### config.mk
export PLATFORM = sky130hd
export DESIGN_NAME = seq_divider8
export DESIGN_NICKNAME = d
export VERILOG_FILES = /design/src/rtl/div_pkg.sv /design/src/rtl/seq_divider8_rb_sub.sv /design/src/rtl/seq_divider8.sv
export SDC_FILE = /design/constraint.sdc
export NUM_CORES = 1
export LEC_CHECK = 0
export ABC_AREA = 1
export BUFFER_PORTS_ARGS = -buffer_cell sky130_fd_sc_hd__buf_2
export CORE_AREA = 4 4 97 99
export DETAILED_ROUTE_END_ITERATION = 8
export DIE_AREA = 0 0 101 103
export HOLD_SLACK_MARGIN = 0.05
export PLACE_DENSITY = 0.53
export RECOVER_POWER = 25
export SLEW_MARGIN = 20
export SYNTH_ARGS = -nofsm -noshare
export SYNTH_HDL_FRONTEND = slang
export SYNTH_SLANG_ARGS = --single-unit
### constraint.sdc
create_clock -name clk -period 4.5 [get_ports clk]
set_clock_uncertainty 0.1 [all_clocks]
set_input_delay 0.225 -clock clk [delete_from_list [all_inputs] [get_ports clk]]
set_output_delay 0.225 -clock clk [all_outputs]
set_load 0.02 [all_outputs]
### src/rtl/div_pkg.sv
// Shared definitions for the sequential divider: default width and FSM state type.
package div_pkg;

  localparam int unsigned DIV_WIDTH = 8;

  typedef enum logic [1:0] {
    IDLE = 2'd0,
    CALC = 2'd1,
    DONE = 2'd2
  } state_t;

endpackage

### src/rtl/seq_divider8_rb_sub.sv
// rb_sub: combinational WIDTH-bit ripple-borrow subtractor built from a chain of
// one-bit full subtractors.
//   a, b    : operands
//   diff    : a - b (modulo 2**WIDTH)
//   borrow  : high when b > a
module rb_sub #(
  parameter int unsigned WIDTH = 9
) (
  input  logic [WIDTH-1:0] a,
  input  logic [WIDTH-1:0] b,
  output logic [WIDTH-1:0] diff,
  output logic             borrow
);

  logic [WIDTH:0] bw;

  assign bw[0] = 1'b0;

  // One full subtractor per bit; borrow ripples from LSB to MSB.
  for (genvar i = 0; i < WIDTH; i++) begin : g_fs
    assign diff[i]  = a[i] ^ b[i] ^ bw[i];
    assign bw[i+1]  = (~a[i] & b[i]) | (~(a[i] ^ b[i]) & bw[i]);
  end

  assign borrow = bw[WIDTH];

endmodule

### src/rtl/seq_divider8.sv
// seq_divider8: radix-2 restoring unsigned divider, one quotient bit per clock.
//   clk, rst            : clock, asynchronous active-high reset
//   start               : request a division (ignored while busy)
//   dividend, divisor   : operands, captured when start is accepted
//   busy                : high while iterating
//   done                : one-cycle result-valid pulse
//   quotient, remainder : results, held until the next accepted start
//   div_by_zero         : captured divisor was zero (quotient all ones, remainder = dividend)
module seq_divider8
  import div_pkg::*;
#(
  parameter int unsigned WIDTH = DIV_WIDTH
) (
  input  logic             clk,
  input  logic             rst,
  input  logic             start,
  input  logic [WIDTH-1:0] dividend,
  input  logic [WIDTH-1:0] divisor,
  output logic             busy,
  output logic             done,
  output logic [WIDTH-1:0] quotient,
  output logic [WIDTH-1:0] remainder,
  output logic             div_by_zero
);

  localparam int unsigned CW = (WIDTH > 2) ? $clog2(WIDTH) : 1;
  localparam int unsigned RW = WIDTH + 1;

  state_t           state;
  logic [CW-1:0]    cnt;
  logic [WIDTH-1:0] dvd;     // dividend bits shift out at the top, quotient bits in at the bottom
  logic [WIDTH-1:0] dsr;
  logic [RW-1:0]    rem_r;

  logic [RW-1:0]    r_shift;
  logic [RW-1:0]    t;
  logic             bo;
  logic [RW-1:0]    r_next;
  logic [WIDTH-1:0] q_next;

  // Bring the next dividend bit into the partial remainder.
  assign r_shift = (rem_r << 1) | RW'(dvd[WIDTH-1]);

  rb_sub #(.WIDTH(RW)) u_sub (
    .a      (r_shift),
    .b      ({1'b0, dsr}),
    .diff   (t),
    .borrow (bo)
  );

  // Restore on borrow; quotient bit is the inverted borrow.
  assign r_next = bo ? r_shift : t;
  assign q_next = {dvd[WIDTH-2:0], ~bo};

  // FSM, datapath and registered outputs.
  always_ff @(posedge clk or posedge rst) begin
    if (rst) begin
      state       <= IDLE;
      cnt         <= '0;
      dvd         <= '0;
      dsr         <= '0;
      rem_r       <= '0;
      busy        <= 1'b0;
      done        <= 1'b0;
      quotient    <= '0;
      remainder   <= '0;
      div_by_zero <= 1'b0;
    end else begin
      case (state)
        IDLE, DONE: begin
          done <= 1'b0;
          busy <= 1'b0;
          if (start) begin
            dvd   <= dividend;
            dsr   <= divisor;
            rem_r <= '0;
            cnt   <= '0;
            if (divisor == '0) begin
              // Zero divisor resolves immediately without iterating.
              state       <= DONE;
              done        <= 1'b1;
              quotient    <= '1;
              remainder   <= dividend;
              div_by_zero <= 1'b1;
            end else begin
              state       <= CALC;
              busy        <= 1'b1;
              quotient    <= '0;
              remainder   <= '0;
              div_by_zero <= 1'b0;
            end
          end else begin
            state <= IDLE;
          end
        end
        CALC: begin
          rem_r <= r_next;
          dvd   <= q_next;
          cnt   <= cnt + CW'(1);
          if (cnt == CW'(WIDTH - 1)) begin
            state       <= DONE;
            busy        <= 1'b0;
            done        <= 1'b1;
            quotient    <= q_next;
            remainder   <= r_next[WIDTH-1:0];
            div_by_zero <= 1'b0;
          end
        end
        default: begin
          state <= IDLE;
          busy  <= 1'b0;
          done  <= 1'b0;
        end
      endcase
    end
  end

endmodule

==> results list, run 1 <==
* Total vias in the final route: 1,879
- Buffers placed on the I/O ports in this run total 37.
* Drt drc: 0
- Final weighted congestion in routability-driven placement: 0.956
* Chip height: 103 um
- The HPWL after detailed placement is 4.15 mm.
- Timing would allow up to 262 MHz.
* Family with the most delay on the worst path: adder cells
- Internal power contribution: 1090 uW
- Floorplan Core Area: 0.00855 sq mm
- Max clock buf depth: 2
* DR pass1 iterations: 4
* Number of library cell types mapped by synthesis: 25
- Synthesized area divided by synthesized cell count: 8.55 sq um
- The share of total power dissipated in the clock network is 0.125.
- The routed design has 5.72 mm of wire.
- Final Max Slew Viols: 48
- VDD sags by at most 272 uV.
- For the pin with the worst max-slew slack, the measured transition is 2.10 ns.
- STA classifies the critical path startpoint as a register.
- Clk Tree Root Cell: sky130_fd_sc_hd__clkbuf_8
- In this design, the critical path's most frequently occurring cell is sky130_fd_sc_hd__fa_1.
* Antenna violations before repair: 0
* Run status: finished, violations left
* Placed cells: 412
- Number of failing setup endpoints in the final timing report: 0
* Power spent charging and discharging nets: 1010 uW
* Horizontal die dimension: 101 um
* Data required time at the worst endpoint: 4.57 ns
* GRT overflow: 0
- # Post-CTS Setup Buffers: 0
* Sequential fraction of the synthesis area: 0.500
* Switching share of power: 0.480
* Hold Vio Cnt, Final: 0
* Net count after synthesis: 304
- Ranked by total cell area, the synthesized netlist is headed by sky130_fd_sc_hd__dfrtp_1, sky130_fd_sc_hd__nand2_1, sky130_fd_sc_hd__inv_1.
- Violated checks: capacitance limit, slew limit
- Clock latency reported for the late side of the worst-skew pair: 0.31 ns
- Adder-cell area share of the yosys netlist: 0.0755
- Leaving out fill and tap cells, the most frequent cell in the layout is sky130_fd_sc_hd__nand2_1.
- Wire length of the first global-routing pass: 9.75 mm
- Of the cells placed in the final design, the portion with a size suffix greater than 1 is 0.108.
- Delay of the slowest critical-path stage: 0.39 ns
* Cell type contributing the most total cell area after synthesis: sky130_fd_sc_hd__dfrtp_1
- The floorplan step defined a die boundary enclosing 0.0104 sq mm.
* List of cells traversed by the critical path: inv_1 > ha_1 > inv_1 > fa_1 > fa_1 > fa_1 > fa_1 > fa_1 > inv_1 > fa_1 > fa_1 > nand2_2 > clkinv_1 > nor2_1 > a21oi_1 > o21ai_0
- Post-synth top area share: 0.500
- The synthesized design contains 47 register bits.
* Most used cells in the layout excluding fill and tap cells: sky130_fd_sc_hd__nand2_1, sky130_fd_sc_hd__dfrtp_1, sky130_fd_sc_hd__inv_1
- Initial core utilization: 0.275
* Worst min-delay path category: in2reg
- Setup TNS: 0 ns
- STA classifies the critical path endpoint as a register.
- Counting every sink on the clock net gives 47.
- In this run the most critical hold path is launched from divisor[7].
* Number of I/O pins: 38
* Post-synthesis mux area share: 0
- Post-cts hold buffer count: 2
- Utilization after layout: 0.315
- Counting I/O delays and the setup requirement, the final critical path takes 3.81 ns.
- Entering global routing, the biggest net connects 48 pins.
- Post-synthesis simple-gate area fraction: 0.250
- Row count: 34
* Headroom to the max-slew limit: -0.406
- Setup repair after global routing left no endpoint under its margin.
* Non-Filler Instances: 423
- Of the total synthesized cell area, the portion taken by XOR and XNOR cells is 0.
- Number of filler instances in the final layout: 939
- Global-route usage over all layers: 0.118
- The worst register-to-register path begins at dvd[7].
- Cell at the slowest stage of the critical path: sky130_fd_sc_hd__fa_1
- The clock tree synthesis step divided the H-tree into 2 levels.
- The detail route stage leaves a number of antenna-violating nets equal to 0.
- Count of yosys warnings during synthesis: 0
* Period Utilization, post-route: 0.847
- Relative to the synthesized area, the layout overhead comes to 14.6%.
* Pwr dens: 778 mW/mm^2
- CTS clock-pin slew for the worst setup and hold paths: 0.10 ns
- In this run, post-CTS repair resized a total of 0 instances.
- Worst path buffer plus inverter count: 4
- Critical setup path kind: reg2reg
- Max cap viols: 1
- Via count of the first global-routing pass: 1,982
- Worst setup path startpoint: dvd[7]
- Number of buffers created by CTS: 5
- In the synthesized netlist, the number of instances is 275.
- Post-DR vias/cell: 4.44
* Initial DRC count: 141
- Routed wire length per instance: 13.5 um
- In this run the static leakage power is 0.00140 uW.
- Maximum fanout count along the critical path: 9
- Final layout net count: 343
- TritonCTS built the clock tree.
- Data on the critical path arrives at its endpoint at 3.89 ns.
- After synthesis, the largest family of logic cells by area is simple AND/OR/NAND/NOR gates.
- The share of total power dissipated in combinational logic is 0.533.
* Synth Cell Area: 0.00235 sq mm
- Synth Area in Compound Gates: 0.0798
- Sequential share of power: 0.342
* Number of inserted diodes: 0
[cells in the mapped netlist (all sizes together)]
library cell	instances
o211ai	3
inv	41
nand2	107
nand3	15
clkbuf	1
o21ai	17
fa	7
a21oi	2
buf	7
nor2	16
a22o	2
o221ai	6
dfrtp	47
clkinv	1
ha	3
[worst min-delay path: cells and delay by family]
kind | cells | cell delay, ns
buf+inv | 1 | 0.09
simple gates | 2 | 0.10
[metrics by stage]
step	hold slack [ns]	instance area [sq um]	power (uW)	worst slack, ns
floorplan	0.235	2350	1610	0.930
global placement	0.359	2620	1870	0.768
detailed placement	0.361	2620	1880	0.700
CTS	0.0506	2720	2150	0.708
global route	0.0643	2700	2340	0.453
finish	0.0408	2700	2100	0.688
[path summary, 6_finish.rpt]
path	end	slack, ns	depth (start not counted)
worst max-delay path	dvd[0]	0.69	16
worst min-delay path	dsr[7]	0.04	3
worst max register to register	dvd[0]	0.69	16
worst min register to register	cnt[0]	0.38	1
max in group asynchronous	dvd[7]	2.44	3
min in group asynchronous	dsr[1]	0.90	3
[power by group through the flow]
stage,registers (uW),logic [uW],clock network (uW)
after global routing,740,1320,286
after detailed placement,723,1160,0
after CTS,717,1170,267
final,717,1120,262
after global placement,718,1150,0
after floorplan,771,837,0
[layer usage]
layer	part of all wire	track usage
met1	0.45	0.153
met2	0.48	0.199
met3	0.062	0.0345
met4	0.0089	0.0235
met5	0	0
[registers in the layout (all words and copies together), names as in the netlist]
signal       flops
rem_r            8
cnt              3
state            1
quotient         8
dsr              8
remainder        8
busy             1
dvd              8
div_by_zero      1
done             1
[cell type report]
| class | instances | area (sq um) | share of cell area |
|---|---|---|---|
| sequential | 47 | 1180 | 0.436 |
| inverter | 42 | 166 | 0.0617 |
| clock inverter | 3 | 20.0 | 0.00742 |
| multi-input combinational | 178 | 938 | 0.348 |
| tap | 108 | 135 | 0.0501 |
| clock buffer | 5 | 68.8 | 0.0255 |
| timing repair buffer | 40 | 191 | 0.0710 |
[kinds of logic (layout without fill, tap and decap cells)]
group,count (synthesis),after routing
AO/OA/AOI/OAI,30,30
adder cells (fa/ha/maj),10,10
buffers and inverters,50,90
AND/OR/NAND/NOR,138,138
flip-flops,47,47
No activity file was read; power rests on OpenSTA's default activity.
==> run 2, diff against run 1 <==
- clock period: 4.5 -> 3.8 ns (I/O delays scaled with it)
==> run 2 against run 1 <==
  * Final area increased by 4.5%
  * Die area unchanged
  * Routed wire length down 0.47%
  * Clock-buffer cell count is the same
  * Fmax increased by 6.0%
  * Sequential power rose by 18%
  * Worst setup slack got worse by 0.48 ns
  * Worst hold slack improved by 0.012 ns
  * Cell count is 1.9% higher
  * First-iteration DRC count is 4.3% lower
  * The run now ends clean
==> results list, run 2 (synthesized netlist as in run 1, its figures left out) <==
- Critical setup path kind: reg2reg
* Clock period minus worst slack: 3.60 ns (-0.217 ns)
- The total detailed-routing wirelength is 5.69 mm (-0.47%).
- # Post-CTS Setup Buffers: 0 (unchanged)
* Non-Filler Instances: 431 (+1.9%)
- Pwr dens: 928 mW/mm^2 (+19%)
- The switching part of the total power came to 0.465 (-0.0151).
- Setup repair after global routing left no endpoint under its margin.
* Number of filler instances in the final layout: 924 (-1.6%)
- STA classifies the critical path startpoint as a register.
- The clock slew at the register clock pins of the worst setup and hold paths was 0.10 ns (about the same).
* Max clock buf depth: 2 (unchanged)
- The top achievable clock speed is 278 MHz (+6.0%).
- The number of vias after detailed routing came to 1,898 (+1.0%).
- Chip height: 103 um (unchanged)
- Worst setup slack before clock tree synthesis: 0.0885 ns (-0.611 ns)
* Drt drc: 0 (unchanged)
* Setup TNS: 0 ns (unchanged)
- The combinational group share of total power came to 0.532 (about the same).
* Max cap viols: 0 (-1)
- TritonCTS clock tree: yes
- Post-DR vias/cell: 4.40 (-0.86%)
- Initial DRC count: 135 (-4.3%)
- The total chip power is 2610 uW (+25%).
* Clock network fraction of design power: 0.144 (+0.019)
* Fraction of final layout cells with drive strength greater than 1: 0.133 (+0.0252)
- Number of I/O pins: 38 (unchanged)
- Area growth from synthesis to layout: 19.8%
- The global-route congestion overflow total was 0 (unchanged).
* Largest net degree at the start of global routing: 48 (unchanged)
- The largest driver fanout on the critical path was 8 (-1).
- The combined global-route utilization of all metal layers is 0.117 (-0.00117).
- The final estimated routing congestion in global placement was 0.905 (-5.2%).
- The least setup slack across all paths after layout is 0.205 ns (-0.483 ns).
* Measured slew at the worst slew-check pin: 0.829 ns (-1.27 ns)
* Worst min-delay path category: in2reg
* Most used cells in the layout excluding fill and tap cells: sky130_fd_sc_hd__nand2_1, sky130_fd_sc_hd__dfrtp_1, sky130_fd_sc_hd__inv_1
- The count of endpoints failing hold in the final timing report is 0 (unchanged).
* Period Utilization, post-route: 0.946 (+0.0990)
* Wire length of the first global-routing pass: 9.65 mm (-1.1%)
- The critical path starts at dvd[7].
- Clock latency reported for the late side of the worst-skew pair: 0.31 ns (about the same)
- Number of failing setup endpoints in the final timing report: 0 (unchanged)
* Row count: 34 (unchanged)
- Internal power contribution: 1400 uW (+28%)
- The area used by multi-input combinational logic came to 956 sq um (+1.9%).
- The worst path required time is 3.95 ns (-0.62 ns).
* Final Max Slew Viols: 0 (-100%)
* Count of nets left with antenna violations after detail routing: 0 (unchanged)
- Leading cell type in the layout, fill and taps excluded: sky130_fd_sc_hd__nand2_1
* Routed wire length per instance: 13.2 um (-2.3%)
* Horizontal die dimension: 101 um (unchanged)
* Delay of the slowest critical-path stage: 0.38 ns (about the same)
- The root buffer cell chosen for the clock tree is sky130_fd_sc_hd__clkbuf_8.
* Source of the worst hold timing path: dividend[0]
- The worst-case vdd ir drop was 318 uV (+17%).
- Sequential share of power: 0.324 (-0.018)
- The detailed-routing iteration count for the pre-antenna-repair pass came to 4 (unchanged).
- Headroom to the max-slew limit: 0.446 (+0.853)
- Cell at the slowest stage of the critical path: sky130_fd_sc_hd__dfrtp_1
* Die Area: 0.0104 sq mm (unchanged)
- H-tree depth reported by CTS: 2 (unchanged)
* Placed cells: 413 (+0.24%)
- Power spent charging and discharging nets: 1220 uW (+21%)
* HPWL reported at the end of detailed placement: 4.08 mm (-1.7%)
- The total CTS buffers came to 5 (unchanged).
- Final layout net count: 351 (+2.3%)
- FF+latch area: 0.00118 sq mm (unchanged)
- Number of inserted diodes: 0 (unchanged)
* Reg2Reg Launch Point: dvd[7]
- The effective utilization at floorplan is 0.275 (unchanged).
- The run finished with clean final reports.
- Worst path most repeated cell: sky130_fd_sc_hd__fa_2
- The number of antenna violations at the first check in global routing came to 0 (unchanged).
* Endpoint class of the critical path: register
- The via count of the first global-routing pass was 1,943 (-2.0%).
- Leakage power: 0.00145 uW (+3.6%)
- Buffers added on ports: 37 (unchanged)
- The arrival time of data at the critical path endpoint was 3.74 ns (-0.15 ns).
* List of cells traversed by the critical path: inv_2 > ha_1 > inv_1 > fa_2 > fa_2 > fa_1 > fa_2 > fa_1 > inv_1 > fa_2 > fa_2 > nand2_4 > buf_6 > nand2_1 > nand3_1 > nand2_1 > nand2_1 > nand2_1
- The clock sink total came to 47 (unchanged).
- The total core area was 0.00855 sq mm (unchanged).
## run 2: final timing paths
| kind | end | cells past startpoint | slack [ns] |
|---|---|---|---|
| min in group asynchronous | state[0] | 3 | 0.46 |
| max in group asynchronous | dsr[1] | 3 | 2.63 |
| setup reg to reg | remainder[4] | 18 | 0.20 |
| hold reg to reg | div_by_zero | 2 | 0.38 |
| setup / recovery | remainder[4] | 18 | 0.20 |
| hold / removal | dvd[0] | 3 | 0.05 |
## run 2: layout make-up
| class | instances | share of cell area |
|---|---|---|
| Sequential cell | 47 | 0.417 |
| Multi-Input combinational cell | 178 | 0.339 |
| Timing Repair Buffer | 47 | 0.0933 |
| Inverter | 42 | 0.0604 |
| Tap cell | 108 | 0.0480 |
| Clock buffer | 5 | 0.0244 |
| Clock inverter | 3 | 0.0155 |
| Timing Repair inverter | 1 | 0.00178 |
## run 2: critical path: cells and delay by family (launching register included)
| family | cells | cell delay [ns] |
|---|---|---|
| DFF | 1 | 0.38 |
| buffers and inverters | 4 | 0.34 |
| adders and majority gates | 8 | 2.28 |
| and+or+nand+nor | 6 | 0.42 |
## run 2: stage by stage
step | hold slack (ns) | util | area, sq um
final | 0.0526 | 0.330 | 2820
after global routing | 0.0847 | 0.330 | 2820
after CTS | 0.0526 | 0.329 | 2820
after detailed placement | 0.334 | 0.307 | 2620
after global placement | 0.327 | 0.307 | 2620
after floorplan | 0.200 | - | 2350
## run 2: repair_timing
action	4_1_cts	5_1_grt
resized for setup	0	9
hold buffers	8	1
hold endpoints to repair	8	47
endpoints found under the setup margin	0	18
## run 2: per-layer routing
metal | track usage | vias up | part of all wire
met5 | 0 | - | 0
met4 | 0.0194 | 0 | 0.0060
met3 | 0.0271 | 8 | 0.056
met2 | 0.195 | 50 | 0.47
met1 | 0.159 | 897 | 0.46
li1 | - | 943 | -
## run 2: power by group through the flow
stage          combinational [uW]  sequential, uW  clock (uW)
5_1_grt                      1620             875         404
4_1_cts                      1390             843         386
3_5_place_dp                 1380             852           0
2_1_floorplan                 991             912           0
3_3_place_gp                 1370             849           0
6_report                     1390             848         375
==> run 3, diff against run 2 <==
- CTS_CLUSTER_DIAMETER: not set -> 50
- PLACE_DENSITY: 0.53 -> 0.42
==> run 3 against run 2 <==
  * Utilization barely moved
  * Combinational power rose by 3%
  * Register-to-register slack worse by 0.02 ns
  * Worst hold slack improved by 0.0070 ns
  * Flip-flop and latch count did not move
  * First-iteration DRC count decreased by 49%
  * Global-route usage increased by 0.90 points
  * Routed wire length grew 7.2%
  * Total power about the same
==> results list, run 3 (synthesized netlist as in run 1, its figures left out) <==
* Run status: finished clean
* Number of inserted diodes: 0 (unchanged)
- The register area came to 0.00118 sq mm (unchanged).
- The number of vias per cell came to 4.43 (+0.68%).
* Data required time at the worst endpoint: 3.88 ns (-0.07 ns)
- The internal power contribution is 1380 uW (-1.2%).
* Total vias in the final route: 1,911 (+0.68%)
- The remaining antenna violation count after routing is 0 (unchanged).
* Number of buffers created by CTS: 5 (unchanged)
- H-tree depth reported by CTS: 2 (unchanged)
* Number of I/O pins: 38 (unchanged)
- The final critical-path required period is 3.62 ns (+0.0234 ns).
- Die Area: 0.0104 sq mm (unchanged)
- In this run the worst hold path is classified as in2reg.
- The die boundary width is 101 um (unchanged).
- TritonCTS built the clock tree.
* Clk Tree Root Cell: sky130_fd_sc_hd__clkbuf_8
* Source of the worst hold timing path: dividend[0]
* Worst vdd ir: 324 uV (+1.9%)
- Via count of the first global-routing pass: 2,032 (+4.6%)
- The total net switching power is 1230 uW (+1.2%).
- Setup slack of the critical path after layout: 0.181 ns (-0.0234 ns)
* Max cap viols: 0 (unchanged)
* Pwr dens: 928 mW/mm^2 (about the same)
- Headroom to the max-slew limit: 0.434 (-0.0128)
- The clock sink total came to 47 (unchanged).
- The violation count after the first detailed-route iteration came to 69 (-49%).
- Global-route usage over all layers: 0.126 (+0.00897)
- The depth of the worst register-to-register path came to 16 (-2).
- The slack of the worst reg-to-reg path was 0.18 ns (-0.02 ns).
- The relative contribution of sequential cells to total power was 0.323 (about the same).
* Delay of the slowest critical-path stage: 0.38 ns (about the same)
- Most used cells in the layout excluding fill and tap cells: sky130_fd_sc_hd__nand2_1, sky130_fd_sc_hd__dfrtp_1, sky130_fd_sc_hd__inv_1
- The post-layout utilization of the core came to 0.329 (about the same).
* Clock network fraction of design power: 0.130 (-0.014)
* GRT overflow: 0 (unchanged)
- DR pass1 iterations: 4 (unchanged)
- CP Launch Type: register
- Critical register-to-register path endpoint: dvd[0]
- Final layout net count: 351 (unchanged)
- The number of antenna violations at the first check in global routing is 0 (unchanged).
- Drt drc: 0 (unchanged)
- The area used by multi-input combinational logic is 966 sq um (+1.0%).
- The arrival time of data at the critical path endpoint was 3.70 ns (-0.04 ns).
- The switching part of the total power is 0.471 (+0.00597).
- The average detailed-routed wire length per instance came to 14.2 um (+7.2%).
- The setup-violating endpoint count in the final report was 0 (unchanged).
- The total core area is 0.00855 sq mm (unchanged).
- Initial core utilization: 0.275 (unchanged)
- The final estimated routing congestion in global placement is 0.797 (-12%).
* Detailed Route WL: 6.10 mm (+7.2%)
* Row count: 34 (unchanged)
- The clock slew at the register clock pins of the worst setup and hold paths is 0.09 ns (about the same).
* Max clock buf depth: 2 (unchanged)
* HPWL reported at the end of detailed placement: 4.33 mm (+6.1%)
- Counting stages on the worst path, the most repeated cell is sky130_fd_sc_hd__fa_2.
* Worst setup slack before clock tree synthesis: 0.0472 ns (-0.0413 ns)
- Hold path endpoint: dvd[0]
* Reg2Reg Launch Point: dvd[7]
- The wire length of the first global-routing pass came to 10.2 mm (+6.1%).
- The count of endpoints failing hold in the final timing report came to 0 (unchanged).
- The proportion of layout cells with a drive suffix above 1 was 0.136 (+0.00310).
* Cell at the slowest stage of the critical path: sky130_fd_sc_hd__dfrtp_1
* Maximum fanout count along the critical path: 4 (-4)
- STA classifies the critical path endpoint as a register.
- The combinational group share of total power is 0.546 (+0.014).
- Upper clock frequency limit: 276 MHz (-0.65%)
* Leakage power: 0.00144 uW (-0.33%)
- Largest net degree at the start of global routing: 48 (unchanged)
* Critical setup path kind: reg2reg
* Period Utilization, post-route: 0.952 (+0.00615)
- The number of buffers added on ports came to 37 (unchanged).
- Clock latency reported for the late side of the worst-skew pair: 0.30 ns (about the same)
- List of cells traversed by the critical path: inv_2 > ha_1 > inv_1 > fa_2 > fa_2 > fa_2 > fa_2 > fa_1 > inv_1 > fa_2 > fa_2 > nand2_4 > clkinvlp_2 > nor2_1 > a21oi_1 > o21ai_0
* Chip height: 103 um (unchanged)
* Area growth from synthesis to layout: 19.7% (about the same)
- The number of cells traversed by the worst hold path came to 3 (unchanged).
* Final Max Slew Viols: 0 (unchanged)
* # Post-CTS Setup Buffers: 0 (unchanged)
- The number of fillers in the final layout was 923 (-0.11%).
* Measured slew at the worst slew-check pin: 0.849 ns (+0.0192 ns)
- The library cell used most frequently in the layout, excluding fill and tap cells, is sky130_fd_sc_hd__nand2_1.
==> run 3: critical path: cells and delay by family, from the launching register on <==
kind                     cells  cell delay, ns
flip-flops                   1            0.38
adder cells (fa/ha/maj)      8            2.29
buffers and inverters        4            0.36
AO/OA/AOI/OAI                2            0.22
AND/OR/NAND/NOR              2            0.16
==> run 3: power by group through the flow <==
stage / Sequential [uW] / Clock [uW] / Combinational (uW)
6_report: 845 / 341 / 1430
5_1_grt: 876 / 372 / 1660
4_1_cts: 843 / 347 / 1430
3_5_place_dp: 852 / 0 / 1420
3_3_place_gp: 853 / 0 / 1400
2_1_floorplan: 912 / 0 / 991
==> run 3: through the flow <==
step	setup TNS [ns]	power (uW)	hold slack [ns]	std cells	instance area (sq um)
after floorplan	0	1900	0.200	275	2350
after global placement	0	2260	0.306	413	2620
after detailed placement	0	2270	0.306	413	2620
after CTS	0	2620	0.0541	429	2800
after global routing	-0.0155	2900	0.0588	431	2820
final	0	2610	0.0596	431	2820
==> run 3: worst max-delay path by stage <==
stage	slack (ns)	from	end
2_1_floorplan	0.23	dvd[7]	remainder[0]
3_3_place_gp	0.07	dvd[7]	remainder[3]
3_5_place_dp	0.05	dvd[7]	remainder[3]
4_1_cts	0.03	dvd[7]	remainder[3]
5_1_grt	-0.009	dvd[7]	remainder[0]
6_report	0.18	dvd[7]	dvd[0]
==> run 3: area by class of cell <==
| class | count | share of cell area |
|---|---|---|
| repair buffers | 47 | 0.0933 |
| flip-flops and latches | 47 | 0.418 |
| well taps | 108 | 0.0480 |
| multi-input cells | 178 | 0.343 |
| inverters | 42 | 0.0604 |
| clock buffers | 8 | 0.0356 |
| repair inverters | 1 | 0.00178 |
==> run 3: timing repair <==
item | CTS | global route
resized for setup | 0 | 10
hold buffers | 8 | 1
setup endpoints to repair | 0 | 18
endpoints found under the hold margin | 8 | 47
==> run 3: metal layers <==
layer | vias up | wire (um) | track usage
li1 | 944 | - | -
met1 | 927 | 2940 | 0.172
met2 | 35 | 2850 | 0.210
met3 | 5 | 285 | 0.0271
met4 | 0 | 35 | 0.0215
met5 | - | 0 | 0
